### src/rtl/hazard_pkg.sv
// Shared hazard-control types: FSM state encoding, the x0 register index,
// and the bundle of stall/flush bits driven into the pipeline registers.
package hazard_pkg;

    typedef enum logic [1:0] {
        RUN      = 2'd0,
        MEM_WAIT = 2'd1,
        ERR      = 2'd2
    } hz_state_t;

    localparam logic [4:0] REG_ZERO = 5'd0;

    typedef struct packed {
        logic stall_f;
        logic stall_d;
        logic stall_e;
        logic stall_m;
        logic flush_d;
        logic flush_e;
        logic flush_w;
    } pipe_ctrl_t;

endpackage

### src/rtl/sat_counter.sv
// Event counter that sticks at all-ones instead of wrapping, so a long
// performance run never reports a misleadingly small count.
module sat_counter #(
    parameter int W = 16
) (
    input  logic         clk,
    input  logic         rst,
    input  logic         inc,
    output logic [W-1:0] count
);

    always_ff @(posedge clk or negedge rst) begin
        if (!rst) begin
            count <= '0;
        end else if (inc && (count != {W{1'b1}})) begin
            count <= count + 1'b1;
        end
    end

endmodule

### src/rtl/stall_flush_unit.sv
// Stall/flush generator for the 5-stage RV32I pipeline: load-use interlock,
// branch flush and data-memory wait freeze with a sticky timeout error.
module stall_flush_unit
    import hazard_pkg::*;
#(
    parameter int CNT_W       = 16,
    parameter int MEM_TIMEOUT = 64
) (
    input  logic             clk,
    input  logic             rst,
    input  logic [4:0]       Rs1_D,
    input  logic [4:0]       Rs2_D,
    input  logic [4:0]       RD_E,
    input  logic             MemReadE,
    input  logic             PCSrcE,
    input  logic             DMemReq_M,
    input  logic             DMemReady_M,
    output logic             StallF,
    output logic             StallD,
    output logic             StallE,
    output logic             StallM,
    output logic             FlushD,
    output logic             FlushE,
    output logic             FlushW,
    output logic             MemTimeout,
    output logic [CNT_W-1:0] StallCycles,
    output logic [CNT_W-1:0] FlushEvents
);

    localparam int WCNT_W = $clog2(MEM_TIMEOUT);
    localparam logic [WCNT_W-1:0] WCNT_LAST = WCNT_W'(MEM_TIMEOUT - 1);

    hz_state_t         state, state_next;
    logic [WCNT_W-1:0] wcnt, wcnt_next;
    logic              lu, ms, frz;
    pipe_ctrl_t        ctrl;

    assign lu  = MemReadE && (RD_E != REG_ZERO) && ((RD_E == Rs1_D) || (RD_E == Rs2_D));
    assign ms  = DMemReq_M && !DMemReady_M;
    // Freeze starts in the same cycle the miss appears and drops in the ready cycle.
    assign frz = ms || ((state == MEM_WAIT) && !DMemReady_M) || (state == ERR);

    always_ff @(posedge clk or negedge rst) begin
        if (!rst) begin
            state <= RUN;
            wcnt  <= '0;
        end else begin
            state <= state_next;
            wcnt  <= wcnt_next;
        end
    end

    always_comb begin
        state_next = state;
        wcnt_next  = wcnt;
        case (state)
            RUN: begin
                if (ms) begin
                    state_next = MEM_WAIT;
                    wcnt_next  = WCNT_W'(1);
                end
            end
            MEM_WAIT: begin
                if (DMemReady_M) begin
                    state_next = RUN;
                end else if (wcnt == WCNT_LAST) begin
                    state_next = ERR;
                end else begin
                    wcnt_next = wcnt + 1'b1;
                end
            end
            ERR:     state_next = ERR;
            default: state_next = RUN;
        endcase
    end

    // Freeze outranks branch; branch outranks load-use since Decode is wrong-path.
    always_comb begin
        ctrl = '0;
        if (rst) begin
            if (frz) begin
                ctrl.stall_f = 1'b1;
                ctrl.stall_d = 1'b1;
                ctrl.stall_e = 1'b1;
                ctrl.stall_m = 1'b1;
                ctrl.flush_w = 1'b1;
            end else if (PCSrcE) begin
                ctrl.flush_d = 1'b1;
                ctrl.flush_e = 1'b1;
            end else if (lu) begin
                ctrl.stall_f = 1'b1;
                ctrl.stall_d = 1'b1;
                ctrl.flush_e = 1'b1;
            end
        end
    end

    assign StallF     = ctrl.stall_f;
    assign StallD     = ctrl.stall_d;
    assign StallE     = ctrl.stall_e;
    assign StallM     = ctrl.stall_m;
    assign FlushD     = ctrl.flush_d;
    assign FlushE     = ctrl.flush_e;
    assign FlushW     = ctrl.flush_w;
    assign MemTimeout = rst && (state == ERR);

    sat_counter #(.W(CNT_W)) u_stall_cnt (
        .clk   (clk),
        .rst   (rst),
        .inc   (ctrl.stall_f),
        .count (StallCycles)
    );

    sat_counter #(.W(CNT_W)) u_flush_cnt (
        .clk   (clk),
        .rst   (rst),
        .inc   (rst && PCSrcE && !frz),
        .count (FlushEvents)
    );

endmodule

### config.mk
export PLATFORM = sky130hd
export DESIGN_NAME = stall_flush_unit
export DESIGN_NICKNAME = d
export VERILOG_FILES = /design/src/rtl/hazard_pkg.sv /design/src/rtl/sat_counter.sv /design/src/rtl/stall_flush_unit.sv
export SDC_FILE = /design/constraint.sdc
export NUM_CORES = 1
export LEC_CHECK = 0
export BUFFER_PORTS_ARGS = -buffer_cell sky130_fd_sc_hd__buf_2
export CORE_MARGIN = 2
export CORE_UTILIZATION = 53
export DETAILED_ROUTE_END_ITERATION = 8
export PLACE_DENSITY_LB_ADDON = 0.05
export SLEW_MARGIN = 5
export SYNTH_ARGS = -nofsm -noshare
export SYNTH_HDL_FRONTEND = slang
export SYNTH_HIERARCHICAL = 1
export SYNTH_SLANG_ARGS = --single-unit
### constraint.sdc
create_clock -name clk -period 2.7 [get_ports clk]
set_input_delay 0.135 -clock clk [delete_from_list [all_inputs] [get_ports clk]]
set_output_delay 0.135 -clock clk [all_outputs]
set_load 0.1 [all_outputs]
Yosys cells after proc, flatten, opt, wreduce, memory -nomap -nowiden
Cells that the tools add are included.
{"block": "word_totals", "reg_bits": 40, "inputBits": 21, "out_inout_bits": 40, "elab_cells": 55}
{"block": "classes", "add_sub_neg": 3, "n_eq_ne": 11, "muxes": 18, "reduce_logical": 19}
{"operator": "$add A16 B1 Y16 const B", "count": 2}
{"operator": "$ne A16 B16 Y1 const B", "count": 2}
{"operator": "$mux W6", "count": 3}
{"operator": "$mux W2", "count": 8}
{"operator": "$pmux W6 S2", "count": 1}
{"operator": "$eq A5 B5 Y1", "count": 2}
{"operator": "$logic_and A1 B1 Y1", "count": 9}
{"operator": "$mux W7", "count": 1}
{"operator": "$add A6 B1 Y6 const B", "count": 1}
{"operator": "$eq A6 B6 Y1 const B", "count": 1}
{"operator": "$ne A2 B2 Y1 const B", "count": 3}
{"operator": "$pmux W2 S3", "count": 1}
{"operator": "$reduce_bool A5 Y1", "count": 1}
{"operator": "$mux W1", "count": 4}
{"operator": "$reduce_and A4 Y1", "count": 1}
{"operator": "$logic_or A1 B1 Y1", "count": 3}
{"operator": "$ne A3 B2 Y1 const B", "count": 1}
{"operator": "$eq A2 B1 Y1 const B", "count": 1}
{"operator": "$eq A2 B2 Y1 const B", "count": 1}
{"operator": "$logic_not A1 Y1", "count": 2}
{"operator": "$logic_not A2 Y1", "count": 1}
{"operator": "$reduce_and A2 Y1", "count": 1}
{"operator": "$reduce_bool A2 Y1", "count": 1}

Longest topological paths before layout
{"block": "logic_depth", "word_depth": 8, "mapped_depth": 8, "depth_no_buf": 8}

Hierarchy
The synthesis kept the hierarchy.
{"mod": "sat_counter", "n_inst": 2, "cells_per_inst": 72, "area_each_um2": 859.6, "seq_area_each_um2": 400.4}
{"mod": "stall_flush_unit", "n_inst": 1, "cells_per_inst": 71, "area_each_um2": 624.3, "seq_area_each_um2": 200.2}

Least setup slack after synthesis
Ideal clock, no wire load.
{"block": "synth_path", "kind": "input to register", "startpoint": "input port RD_E[3]", "endpoint": "register u_stall_cnt.count[14]", "setup_ps": 160, "t_arrival_ps": 4573, "required_ps": 2540, "slack_ps": -2034, "stages": 8, "n_path_buf": 0, "path_cell_list": "xor2_1 -> nor3_1 -> a22oi_1 -> o32ai_1 -> nand2_1 -> nor4_4 -> nand4_1 -> xnor2_1"}
{"block": "synth_between", "elab_chain_len": 8, "word_cells_on_any_way": 11, "classes_between": "2 x eq/ne; 4 x mux; 5 x reduce/logical"}
{"element": "from (decl)", "line": "stall_flush_unit.sv:13", "rtl": "input logic [4:0] RD_E,"}
{"element": "$eq A5 B5 Y1 or $reduce_bool A5 Y1 (tied branches)", "line": "stall_flush_unit.sv:38", "rtl": "assign lu = MemReadE && (RD_E != REG_ZERO) && ((RD_E == Rs1_D) || (RD_E == Rs2_D));"}
{"element": "$logic_or A1 B1 Y1 or $logic_and A1 B1 Y1 (tied branches)", "line": "stall_flush_unit.sv:38"}
{"element": "$logic_and A1 B1 Y1 (*)", "line": "stall_flush_unit.sv:38"}
{"element": "$mux W2 (*)", "line": "stall_flush_unit.sv:90", "rtl": "end else if (lu) begin"}
{"element": "$mux W2 (*)", "line": "stall_flush_unit.sv:87", "rtl": "end else if (PCSrcE) begin"}
{"element": "$mux W2 (*)", "line": "stall_flush_unit.sv:81", "rtl": "if (frz) begin"}
{"element": "$mux W7 (*)", "line": "stall_flush_unit.sv:80", "rtl": "if (rst) begin"}
{"element": "$logic_and A1 B1 Y1 (*)", "line": "sat_counter.sv:15", "rtl": "end else if (inc && (count != {W{1'b1}})) begin"}
{"element": "to (signal assigned)", "line": "sat_counter.sv:16", "rtl": "count <= count + 1'b1;"}
{"element": "to (decl)", "line": "sat_counter.sv:9", "rtl": "output logic [W-1:0] count"}
Every way passes the cells marked *; elsewhere a longest branch is shown, timed or not.
A chain may end at the register's enable or synchronous reset.

Worst setup path after layout
{"block": "layout_path", "startpoint": "register state[0]", "endpoint": "register u_flush_cnt.count[5]"}
{"block": "layout_between", "elab_chain_len": 7, "word_cells_on_any_way": 8, "classes_between": "2 x eq/ne; 6 x reduce/logical"}
{"element": "from (decl)", "line": "stall_flush_unit.sv:33", "rtl": "hz_state_t state, state_next;"}
{"element": "from (signal assigned)", "line": "stall_flush_unit.sv:48", "rtl": "state <= state_next;"}
{"element": "$eq A2 B1 Y1", "line": "stall_flush_unit.sv:41", "rtl": "assign frz = ms || ((state == MEM_WAIT) && !DMemReady_M) || (state == ERR);"}
{"element": "$logic_and A1 B1 Y1", "line": "stall_flush_unit.sv:41"}
{"element": "$logic_or A1 B1 Y1", "line": "stall_flush_unit.sv:41"}
{"element": "$logic_or A1 B1 Y1 (*)", "line": "stall_flush_unit.sv:41"}
{"element": "$logic_not A1 Y1 (*)", "line": "stall_flush_unit.sv:117", "rtl": ".inc (rst && PCSrcE && !frz),"}
{"element": "$logic_and A1 B1 Y1 (*)", "line": "stall_flush_unit.sv:117"}
{"element": "$logic_and A1 B1 Y1 (*)", "line": "sat_counter.sv:15"}
{"element": "to (signal assigned)", "line": "sat_counter.sv:16"}
{"element": "to (decl)", "line": "sat_counter.sv:9"}
Marked as above.

==> impl_results.md <==
- Worst hold slack: 102 ps
- CTS root buf: clkbuf_8
- Hold_buf cts: 1
- Warnings, synthesis: 6
- Worst Tran Pin Value: 524 ps
- Share of layout cells above drive strength 1: 33.7%
- # IOs: 61
- Row cnt: 24
- Port Buf Inserts: 60
- Worst r2r src: state[0]
- Drt drc: 0
- Number of DRC markers in iteration 0: 97
- Setup crit end kind: flop
- Max_cap viols: 0
- Total grt overflow: 0
- Pre-CTS WS: 388 ps
- Effective utilization at floorplan: 54.6%
- Arr. time, crit path: 2500 ps
- Cells after DPL: 325
- DP HPWL: 3820 um
- Max Fclk: 0.433 GHz
- HP Start: DMemReady_M
- H-tree depth reported by CTS: 2
- Placed cell areas: 0.00272 mm^2
- DR vias/cell: 5.98
- Clk_lat worst skew: 290 ps
- Number of flops mapped to enable cells by yosys: 0
- Filler cells: 357
- Routed WL: 5110 um
- Peak supply drop: 0.465 mV
- Final WS setup: 390 ps
- CTS tree: done
- Top cells by area, synth: dfrtp_1 (43%), xor2_1 (5.2%), nand4_1 (4.5%)
- Synthesis-to-layout area growth: 21.2%
- RSZ-0062 raised after global routing: false
- Most common flop cell mapped by yosys: dfrtp_1
- Die Wd: 70.5 um
- Die span in y: 70.5 um
- Yosys top cell area share: 42.7%
- Final worst-path cycle share: 85.6%
- Setup slack, reg-to-reg: 390 ps
- Synth cell types: 42
- Async SR Flop Fraction: 100%
- Finished Layout Cells: 334
- Post-cts sizing count: 0
- Tot GR Track Use: 21.7%
- Critical Path RT: 2890 ps
- Syn Nets: 239
- Via count of the first global-routing pass: 1832
- Leak: 1.36 nW
- Fin crit period: 2310 ps
- Slew margin rel.: 64.7%
- Worst Path Max Fanout: 6
- First-pass GRT wire length: 8650 um
- Detail Route Antenna Nets: 0
- Ant. Diodes: 0
- 1st-pass router iterations: 4
- Worst Skew: 8.65 ps
- Synthesized flop and latch total: 40
- Hold Path Depth: 2
- Cell count after synthesis: 215
- Final slew viol count: 0
- Syn_area_per_cell: 10.9 um^2
- CP Launch Type: flop
- Total chip power: 1.83 mW
- Outcome: complete, no violations
- Hold crit path type: primary input to flop
- Net count, final: 305
- Die ar.: 0.00497 mm^2
- TritonCTS buffer count: 5
- Area leader, netlist: dfrtp_1
- Final Util: 66.2%
- Final setup TNS: 0 ps
- Largest net degree at the start of global routing: 34
- Seq/Total Area, Yosys: 42.7%
- Hold path endpoint: state[1]
- Num Clock Sinks: 40
- CTS max path bufs: 2
- Vias: 1997
- Total core area: 0.00429 mm^2
- Final Instance Area: 0.00284 mm^2
- FF-to-FF path depth: 7
- Critical path class: flop to flop
- Hold Vio Cnt, Final: 0
- Post-CTS setup buffers: 0
- PD cells: 645 mW/mm^2
- Initial antenna violation count: 0
- Endpoints failing setup: 0
- Setup crit start: state[0]
- Routed len/inst: 15.3 um
- RR Endpoint: u_flush_cnt/count[5]
- CTS clk-pin slew, worst paths: 90 ps
- Netlist Area Pre-Place: 0.00234 mm^2
- GPL Wtd Cong: 0.828
power breakdown:
| part | total, mW | leakage (nW) | switching [mW] | internal, mW |
|---|---|---|---|---|
| clock | 0.501 | 0.0548 | 0.222 | 0.278 |
| sequential | 0.729 | 0.541 | 0.0831 | 0.646 |
| combinational | 0.603 | 0.769 | 0.494 | 0.109 |
layout by cell type (no fill, tap or decap), types with 9 or more instances in the layout:
master	count
buf_2	60
dfrtp_1	40
nand2_1	11
nand3_1	12
nand4_1	17
nor2_1	11
o21a_1	10
o21ai_0	9
xnor2_1	10
xor2_1	14
state kept, by name, summed over array words and instances (netlist names):
signal	cells
state	2
u_flush_cnt/count	16
u_stall_cnt/count	16
wcnt	6
cell families after synthesis:
kind of cell | Yosys count | synth area share, %
multiplexers | 2 | 0.961
AO/OA/AOI/OAI | 48 | 15.4
flip-flops | 40 | 42.7
buffers and inverters | 6 | 1.44
XOR/XNOR | 24 | 8.97
adder cells (fa/ha/maj) | 3 | 1.60
AND/OR/NAND/NOR | 92 | 28.9
critical path: stages (launching register included):
cell,delay (ps)
dfrtp_1,440
nor3b_2,190
nor3_1,460
and3_1,370
and3_1,270
and4_2,270
o211ai_1,90
o21a_1,120
layer usage:
| layer | up-vias | share of wire (%) | global-route usage [%] |
|---|---|---|---|
| li1 | 964 | - | - |
| met2 | 70 | 46 | 32.4 |
| met1 | 953 | 46 | 31.1 |
| met5 | - | 0 | 0 |
| met4 | 0 | 1.9 | 7.69 |
| met3 | 10 | 6.3 | 4.76 |
cell usage after synthesis, types with 6 or more instances:
master   instances
dfrtp_1         40
nand4_1         17
xor2_1          14
nand3_1         12
nand2_1         11
nor2_1          11
o21a_1          10
xnor2_1         10
o21ai_0          9
a31oi_1          7
and3_1           7
a21oi_1          6
layout make-up:
cell class,instances,area (um^2),area share (%)
clock buffer,5,68.8,2.42
clock inverter,3,46.3,1.63
inverter,3,11.3,0.396
multi-input combinational,169,1330,46.9
sequential,40,1000,35.2
tap,52,65.1,2.29
timing repair buffer,62,318,11.2
worst max path at each step:
| stage | cells after the start | slack, ps | endpoint |
|---|---|---|---|
| CTS | 7 | 380 | u_flush_cnt/count[5] |
| floorplan | 4 | 6 | StallE |
| global route | 7 | 220 | u_flush_cnt/count[10] |
| detailed placement | 7 | 390 | u_flush_cnt/count[5] |
| finish | 7 | 390 | u_flush_cnt/count[5] |
| global placement | 7 | 460 | u_flush_cnt/count[5] |
Power figures use the tool's default switching activity.
